### src/rtl/cvxif_issuer_pkg.sv
// Shared types for the CV-X-IF offload issuer: FSM state encoding and the
// coprocessor issue-response bundle.
package cvxif_issuer_pkg;

    typedef enum logic [1:0] {
        IDLE        = 2'd0,
        ISSUE       = 2'd1,
        WAIT_RESULT = 2'd2,
        DONE        = 2'd3
    } issuer_state_t;

    // Field order matches the coprocessor-side definition.
    typedef struct packed {
        logic       accept;
        logic       writeback;
        logic [2:0] register_read;
    } issue_resp_t;

endpackage

### src/rtl/cvxif_result_timer.sv
// WAIT_RESULT watchdog: counts cycles while active and flags the TIMEOUT-th
// active cycle. Only instantiated when CVXIF_ISSUER_TIMEOUT_EN is defined.
module cvxif_result_timer #(
    parameter int TIMEOUT = 255
) (
    input  logic clk_i,
    input  logic rst_i,
    input  logic active_i,
    output logic expired_o
);

    localparam int CW = (TIMEOUT > 1) ? $clog2(TIMEOUT) : 1;

    logic [CW-1:0] count_q;

    // Holds at zero whenever inactive, so every WAIT_RESULT entry starts fresh.
    always_ff @(posedge clk_i) begin
        if (rst_i || !active_i) begin
            count_q <= '0;
        end else if (!expired_o) begin
            count_q <= count_q + 1'b1;
        end
    end

    assign expired_o = active_i && (count_q == CW'(TIMEOUT - 1));

endmodule

### src/rtl/cvxif_offload_issuer.sv
// Single-outstanding CV-X-IF offload issuer: accepts one instruction from the
// core, issues it, waits for its result and reports completion.
// Optional WAIT_RESULT timeout enabled by defining CVXIF_ISSUER_TIMEOUT_EN.
module cvxif_offload_issuer
    import cvxif_issuer_pkg::*;
#(
    parameter int XLEN    = 32,
    parameter int ID_W    = 3,
    parameter int TIMEOUT = 255
) (
    input  logic              clk_i,
    input  logic              rst_i,

    input  logic              instr_valid_i,
    output logic              instr_ready_o,
    input  logic [31:0]       instr_i,
    input  logic [ID_W-1:0]   id_i,
    input  logic [XLEN-1:0]   rs1_i,
    input  logic [XLEN-1:0]   rs2_i,
    input  logic [XLEN-1:0]   rs3_i,

    output logic              issue_valid_o,
    input  logic              issue_ready_i,
    output logic [31:0]       issue_instr_o,
    output logic [ID_W-1:0]   issue_id_o,
    output logic [3*XLEN-1:0] issue_rs_o,
    output logic [2:0]        issue_rs_valid_o,

    input  logic              issue_accept_i,
    input  logic              issue_writeback_i,
    input  logic [2:0]        issue_register_read_i,

    input  logic              result_valid_i,
    output logic              result_ready_o,
    input  logic [ID_W-1:0]   result_id_i,
    input  logic [XLEN-1:0]   result_data_i,
    input  logic [4:0]        result_rd_i,
    input  logic              result_we_i,

    output logic              done_valid_o,
    input  logic              done_ready_i,
    output logic [XLEN-1:0]   done_data_o,
    output logic [4:0]        done_rd_o,
    output logic              done_we_o,
    output logic              done_illegal_o,
    output logic              done_timeout_o,
    output logic              busy_o
);

    issuer_state_t state_q, state_d;
    issue_resp_t   resp;

    logic [31:0]       instr_q;
    logic [ID_W-1:0]   id_q;
    logic [3*XLEN-1:0] rs_q;
    logic              wb_q;
    logic [XLEN-1:0]   data_q;
    logic [4:0]        rd_q;
    logic              we_q;
    logic              illegal_q;

    logic instr_hs;
    logic issue_hs;
    logic result_hit;
    logic timed_out;
    logic timer_expired;

    assign resp = '{accept:        issue_accept_i,
                    writeback:     issue_writeback_i,
                    register_read: issue_register_read_i};

    always_ff @(posedge clk_i) begin
        if (rst_i) begin
            state_q <= IDLE;
        end else begin
            state_q <= state_d;
        end
    end

    always_comb begin
        state_d        = state_q;
        instr_ready_o  = 1'b0;
        issue_valid_o  = 1'b0;
        result_ready_o = 1'b0;
        done_valid_o   = 1'b0;
        instr_hs       = 1'b0;
        issue_hs       = 1'b0;
        result_hit     = 1'b0;
        timed_out      = 1'b0;
        case (state_q)
            IDLE: begin
                instr_ready_o = !rst_i;
                instr_hs      = instr_valid_i;
                if (instr_valid_i) state_d = ISSUE;
            end
            ISSUE: begin
                issue_valid_o = 1'b1;
                issue_hs      = issue_ready_i;
                if (issue_ready_i) state_d = resp.accept ? WAIT_RESULT : DONE;
            end
            WAIT_RESULT: begin
                result_ready_o = 1'b1;
                result_hit     = result_valid_i && (result_id_i == id_q);
                // A matching result in the expiry cycle takes priority.
                timed_out      = !result_hit && timer_expired;
                if (result_hit || timed_out) state_d = DONE;
            end
            DONE: begin
                done_valid_o = 1'b1;
                if (done_ready_i) state_d = IDLE;
            end
            default: state_d = IDLE;
        endcase
    end

    // Request fields latch on acceptance; completion fields are cleared then so
    // each transaction reports only its own outcome.
    always_ff @(posedge clk_i) begin
        if (rst_i) begin
            instr_q   <= '0;
            id_q      <= '0;
            rs_q      <= '0;
            wb_q      <= 1'b0;
            data_q    <= '0;
            rd_q      <= '0;
            we_q      <= 1'b0;
            illegal_q <= 1'b0;
        end else begin
            if (instr_hs) begin
                instr_q   <= instr_i;
                id_q      <= id_i;
                rs_q      <= {rs3_i, rs2_i, rs1_i};
                wb_q      <= 1'b0;
                data_q    <= '0;
                rd_q      <= '0;
                we_q      <= 1'b0;
                illegal_q <= 1'b0;
            end
            if (issue_hs) begin
                if (resp.accept) begin
                    wb_q <= resp.writeback;
                end else begin
                    illegal_q <= 1'b1;
                    we_q      <= 1'b0;
                end
            end
            if (result_hit) begin
                data_q <= result_data_i;
                rd_q   <= result_rd_i;
                we_q   <= result_we_i & wb_q;
            end
            if (timed_out) begin
                we_q <= 1'b0;
            end
        end
    end

`ifdef CVXIF_ISSUER_TIMEOUT_EN
    logic timeout_q;

    cvxif_result_timer #(
        .TIMEOUT (TIMEOUT)
    ) u_timer (
        .clk_i     (clk_i),
        .rst_i     (rst_i),
        .active_i  (state_q == WAIT_RESULT),
        .expired_o (timer_expired)
    );

    always_ff @(posedge clk_i) begin
        if (rst_i || instr_hs) begin
            timeout_q <= 1'b0;
        end else if (timed_out) begin
            timeout_q <= 1'b1;
        end
    end

    assign done_timeout_o = timeout_q;
`else
    logic unused_timeout;

    assign timer_expired  = 1'b0;
    assign done_timeout_o = 1'b0;
    assign unused_timeout = ^TIMEOUT;
`endif

    // The issuer always supplies all three operands, so register_read is moot.
    logic unused_resp;
    assign unused_resp = ^resp.register_read;

    assign issue_instr_o    = instr_q;
    assign issue_id_o       = id_q;
    assign issue_rs_o       = rs_q;
    assign issue_rs_valid_o = {3{state_q == ISSUE}};
    assign done_data_o      = data_q;
    assign done_rd_o        = rd_q;
    assign done_we_o        = we_q;
    assign done_illegal_o   = illegal_q;
    assign busy_o           = (state_q != IDLE);

endmodule

### config.mk
export PLATFORM = sky130hd
export DESIGN_NAME = cvxif_offload_issuer
export DESIGN_NICKNAME = d
export VERILOG_FILES = /design/src/rtl/cvxif_issuer_pkg.sv /design/src/rtl/cvxif_result_timer.sv /design/src/rtl/cvxif_offload_issuer.sv
export SDC_FILE = /design/constraint.sdc
export NUM_CORES = 1
export LEC_CHECK = 0
export BUFFER_PORTS_ARGS = -buffer_cell sky130_fd_sc_hd__buf_2
export CAP_MARGIN = 20
export CORE_AREA = 3 3 139 141
export DETAILED_ROUTE_END_ITERATION = 7
export DIE_AREA = 0 0 142 144
export GPL_ROUTABILITY_DRIVEN = 0
export PLACE_DENSITY = 0.61
export SLEW_MARGIN = 20
export SYNTH_ARGS = -nofsm -noshare
export SYNTH_HDL_FRONTEND = slang
export SYNTH_SLANG_ARGS = --single-unit
### constraint.sdc
create_clock -name clk_i -period 3.55 [get_ports clk_i]
set_input_delay 0.355 -clock clk_i [delete_from_list [all_inputs] [get_ports clk_i]]
set_output_delay 0.355 -clock clk_i [all_outputs]
set_load 0.02 [all_outputs]
==> flow_results.xml <==
<?xml version="1.0" encoding="UTF-8"?>
<metrics>
  <group name="clocking">
    <metric name="clock_latency" unit="ps">420</metric>
    <metric name="clock_tree.buffer_depth" unit="">2</metric>
    <metric name="cts_tree" unit="">built</metric>
    <metric name="post_cts_resize_count" unit="">0</metric>
    <metric name="cts.reportedPaths.clkPinSlew" unit="ps">80</metric>
    <metric name="cts_setup_buffers" unit="">0</metric>
    <metric name="cts_hold_buffers" unit="">0</metric>
    <metric name="tritoncts_num_sinks" unit="">173</metric>
    <metric name="cts.root.buffer_cell" unit="">clkbuf_16</metric>
    <metric name="cts_max_level" unit="">4</metric>
    <metric name="cts_made_buffers" unit="">17</metric>
  </group>
  <group name="global_routing">
    <metric name="grt_max_degree" unit="">106</metric>
    <metric name="grt_usage" unit="%">19.5</metric>
    <metric name="global_route.overflow_total" unit="">0</metric>
    <metric name="first_pass_grt_wire_length" unit="µm">32100</metric>
    <metric name="grt_pass1_vias" unit="">5962</metric>
    <metric name="antenna_found_initial" unit="">1</metric>
  </group>
  <group name="routing">
    <metric name="drt_iter0_drc" unit="">397</metric>
    <metric name="drt_pre_antenna_iters" unit="">4</metric>
    <metric name="route.final.wire_length" unit="µm">21100</metric>
    <metric name="route.detailed.wl_per_inst" unit="µm">15.6</metric>
    <metric name="overall_via_count_from_detail_route" unit="">6529</metric>
    <metric name="final_antenna_net_count" unit="">0</metric>
    <metric name="route.detailed.drc" unit="">0</metric>
    <metric name="route.detailed.vias_per_inst" unit="">4.84</metric>
  </group>
  <group name="placement">
    <metric name="place.detailed.instances" unit="">1315</metric>
    <metric name="dp_hpwl" unit="µm">14600</metric>
    <metric name="place.port_buffers" unit="">357</metric>
  </group>
  <group name="min_path">
    <metric name="timing.hold.worst.class" unit="">input port to flop</metric>
  </group>
  <group name="sta">
    <metric name="timing.hold.ws" unit="ps">166</metric>
    <metric name="tightest_slew_margin_relative_to_the_limit" unit="%">54.1</metric>
    <metric name="fin_worst_skew" unit="ps">12.5</metric>
    <metric name="final-setup-viol-count" unit="">0</metric>
    <metric name="slew_violations" unit="">0</metric>
    <metric name="period_minus_slack" unit="ps">2140</metric>
    <metric name="tns" unit="ps">0</metric>
    <metric name="timing_worst_slew_pin_value" unit="ps">688</metric>
    <metric name="finalHoldViolCount" unit="">0</metric>
    <metric name="fmax" unit="MHz">468</metric>
    <metric name="grt_setup_unrepaired" unit="">false</metric>
    <metric name="finalCritPeriodShare" unit="%">60.2</metric>
  </group>
  <group name="worst_setup_path">
    <metric name="cp_data_required_time" unit="ps">3860</metric>
    <metric name="rrSetupSlack" unit="ps">1410</metric>
    <metric name="rr_startpoint" unit="">issue_id_o[1]$_SDFFE_PP0P_</metric>
    <metric name="worst_setup_path_startpoint" unit="">issue_id_o[1]$_SDFFE_PP0P_</metric>
    <metric name="worst_setup_path_end_kind" unit="">flop</metric>
    <metric name="startpoint_type" unit="">flop</metric>
    <metric name="path_class" unit="">flop to flop</metric>
    <metric name="critical_path_peak_fanout" unit="">23</metric>
    <metric name="reg2reg_depth" unit="">5</metric>
    <metric name="critPathArrivalTime" unit="ps">2450</metric>
    <metric name="worstSetupEndpoint" unit="">done_we_o$_SDFF_PP0_</metric>
    <metric name="r2r_end" unit="">done_we_o$_SDFF_PP0_</metric>
  </group>
  <group name="logic_synthesis">
    <metric name="synth_xor_area_share" unit="%">0.413</metric>
    <metric name="yosys-mux-area-fraction" unit="%">0</metric>
    <metric name="synth_adder_area_share" unit="%">0.984</metric>
    <metric name="synthesis.area_per_instance" unit="µm²">8.05</metric>
    <metric name="netlist-cell-type-count" unit="">30</metric>
    <metric name="postSynthRegisterBits" unit="">173</metric>
    <metric name="main_combinational_cell_family_by_area_after_synthesis" unit="">simple AND/OR/NAND/NOR gates</metric>
    <metric name="synthSimpleGateAreaFrac" unit="%">19.9</metric>
    <metric name="postSynthCellCount" unit="">790</metric>
    <metric name="synth_sequential_area_ratio" unit="%">54.5</metric>
    <metric name="synth_compound_area_share" unit="%">18.8</metric>
    <metric name="netlist_area" unit="mm²">0.00636</metric>
    <metric name="synth_fp_nets" unit="">978</metric>
    <metric name="yosys_warnings" unit="">0</metric>
  </group>
  <group name="outcome">
    <metric name="outcome" unit="">complete, no violations</metric>
  </group>
  <group name="power_and_ir_drop">
    <metric name="peakVddDrop" unit="mV">0.350</metric>
    <metric name="power_density" unit="mW/mm²">713</metric>
    <metric name="total_power" unit="µW">6320</metric>
    <metric name="power.leakage" unit="µW">0.00412</metric>
  </group>
  <group name="floorplan">
    <metric name="fp-row-count" unit="">49</metric>
    <metric name="floorplan.die.height" unit="µm">144</metric>
    <metric name="ioPinCount" unit="">362</metric>
    <metric name="core_region_area" unit="mm²">0.0181</metric>
    <metric name="effective_utilization_at_floorplan" unit="%">35.2</metric>
    <metric name="fp.dieW" unit="µm">142</metric>
    <metric name="fp.dieArea" unit="mm²">0.0204</metric>
  </group>
  <group name="flow_run">
    <metric name="cap_violations" unit="">0</metric>
  </group>
  <group name="final_layout">
    <metric name="fin_cells" unit="">1348</metric>
    <metric name="nNetsFinal" unit="">1293</metric>
    <metric name="synth_to_layout_area_growth" unit="%">39.4</metric>
    <metric name="drive_gt1_share" unit="%">36.0</metric>
  </group>
</metrics>
-- cells in the mapped netlist, drive strengths merged --
library cell	instances	area share [%]
nor3	1	0.079
nand2	265	16
conb	1	0.059
buf	27	2.4
nand4b	1	0.14
nor2	2	0.12
inv	6	0.35
and2	1	0.098
dfxtp	173	54
xnor2	3	0.41
a21oi	172	14
nand4	2	0.30
and4	1	0.14
nand2b	1	0.098
a41oi	1	0.14
a211oi	1	0.12
o21ai	1	0.079
o211ai	38	4.5
clkbuf	44	2.6
a31o	1	0.14
a211o	1	0.14
o221ai	1	0.14
ha	5	0.98
or3b	1	0.14
nand3	39	3.1
nand3b	1	0.12
-- worst max-delay path, cell delays in order, from the launching register on --
cell     delay [ps]
dfxtp_1         330
xnor2_1         420
and4_1          730
buf_12          250
a21oi_1          80
a31o_2          220
-- routing by layer --
layer  wire, µm  share of wire [%]  GRT usage (%)
met1       8680                 41           24.2
met2      10100                 48           31.0
met3       1870                8.9           7.18
met4        429                2.0           7.27
met5          0                  0              0
-- report_power, final --
part / internal (µW) / switching [µW]
sequential: 2230 / 135
clock: 1090 / 862
combinational: 595 / 1410
-- cell type report --
cell class | count | area, µm²
Timing Repair Buffer | 367 | 1910
Inverter | 6 | 22.5
Tap cell | 229 | 287
Multi-Input combinational cell | 540 | 2560
Antenna cell | 1 | 2.50
Sequential cell | 173 | 3460
Clock buffer | 18 | 439
Clock inverter | 14 | 171
Fill cell | 1855 | 9220
-- placed cells by master, fill, tap and decap left out, types with 2 or more instances in the layout --
master,count
a21oi_1,172
buf_12,4
buf_2,356
buf_4,7
bufinv_16,2
clkbuf_16,17
clkinv_4,2
dfxtp_1,173
ha_1,5
inv_1,6
inv_6,5
inv_8,4
nand2_1,264
nand3_1,39
nor2_1,2
o211ai_1,38
xnor2_1,3
-- how the worst min path moves through the flow --
stage	cells past startpoint	slack, ps	to	startpoint
2_1_floorplan	2	450	wb_q$_SDFF_PP0_	wb_q$_SDFF_PP0_
3_3_place_gp	2	440	issue_rs_o[29]$_SDFFE_PP0P_	issue_rs_o[29]$_SDFFE_PP0P_
3_5_place_dp	2	440	issue_rs_o[33]$_SDFFE_PP0P_	issue_rs_o[33]$_SDFFE_PP0P_
4_1_cts	3	140	issue_rs_o[66]$_SDFFE_PP0P_	rs3_i[2]
5_1_grt	3	140	issue_instr_o[4]$_SDFFE_PP0P_	instr_i[4]
6_report	3	170	issue_rs_o[66]$_SDFFE_PP0P_	rs3_i[2]
-- state kept, by name (all words and copies together), names as in the netlist --
register / flops
state_q: 2
wb_q: 1
done_rd_o: 5
issue_instr_o: 32
done_illegal_o: 1
done_we_o: 1
issue_id_o: 3
issue_rs_o: 96
done_data_o: 32
-- cells by family (layout without fill, tap and decap cells) --
group	count (synthesis)	count (layout)
adder cells (fa/ha/maj)	5	5
other	1	2
AO/OA/AOI/OAI	216	216
XOR/XNOR	3	3
buffers and inverters	77	405
flip-flops	173	173
AND/OR/NAND/NOR	315	315
-- per-stage QoR --
stage	utilization (%)	setup WS (ps)	cell area [µm²]
2_1_floorplan	-	1820	6360
3_3_place_gp	45.6	1240	8250
3_5_place_dp	45.6	1230	8250
4_1_cts	49.0	1340	8860
5_1_grt	49.0	1250	8860
6_report	49.0	1410	8860
(Power assumes the default switching activity.)
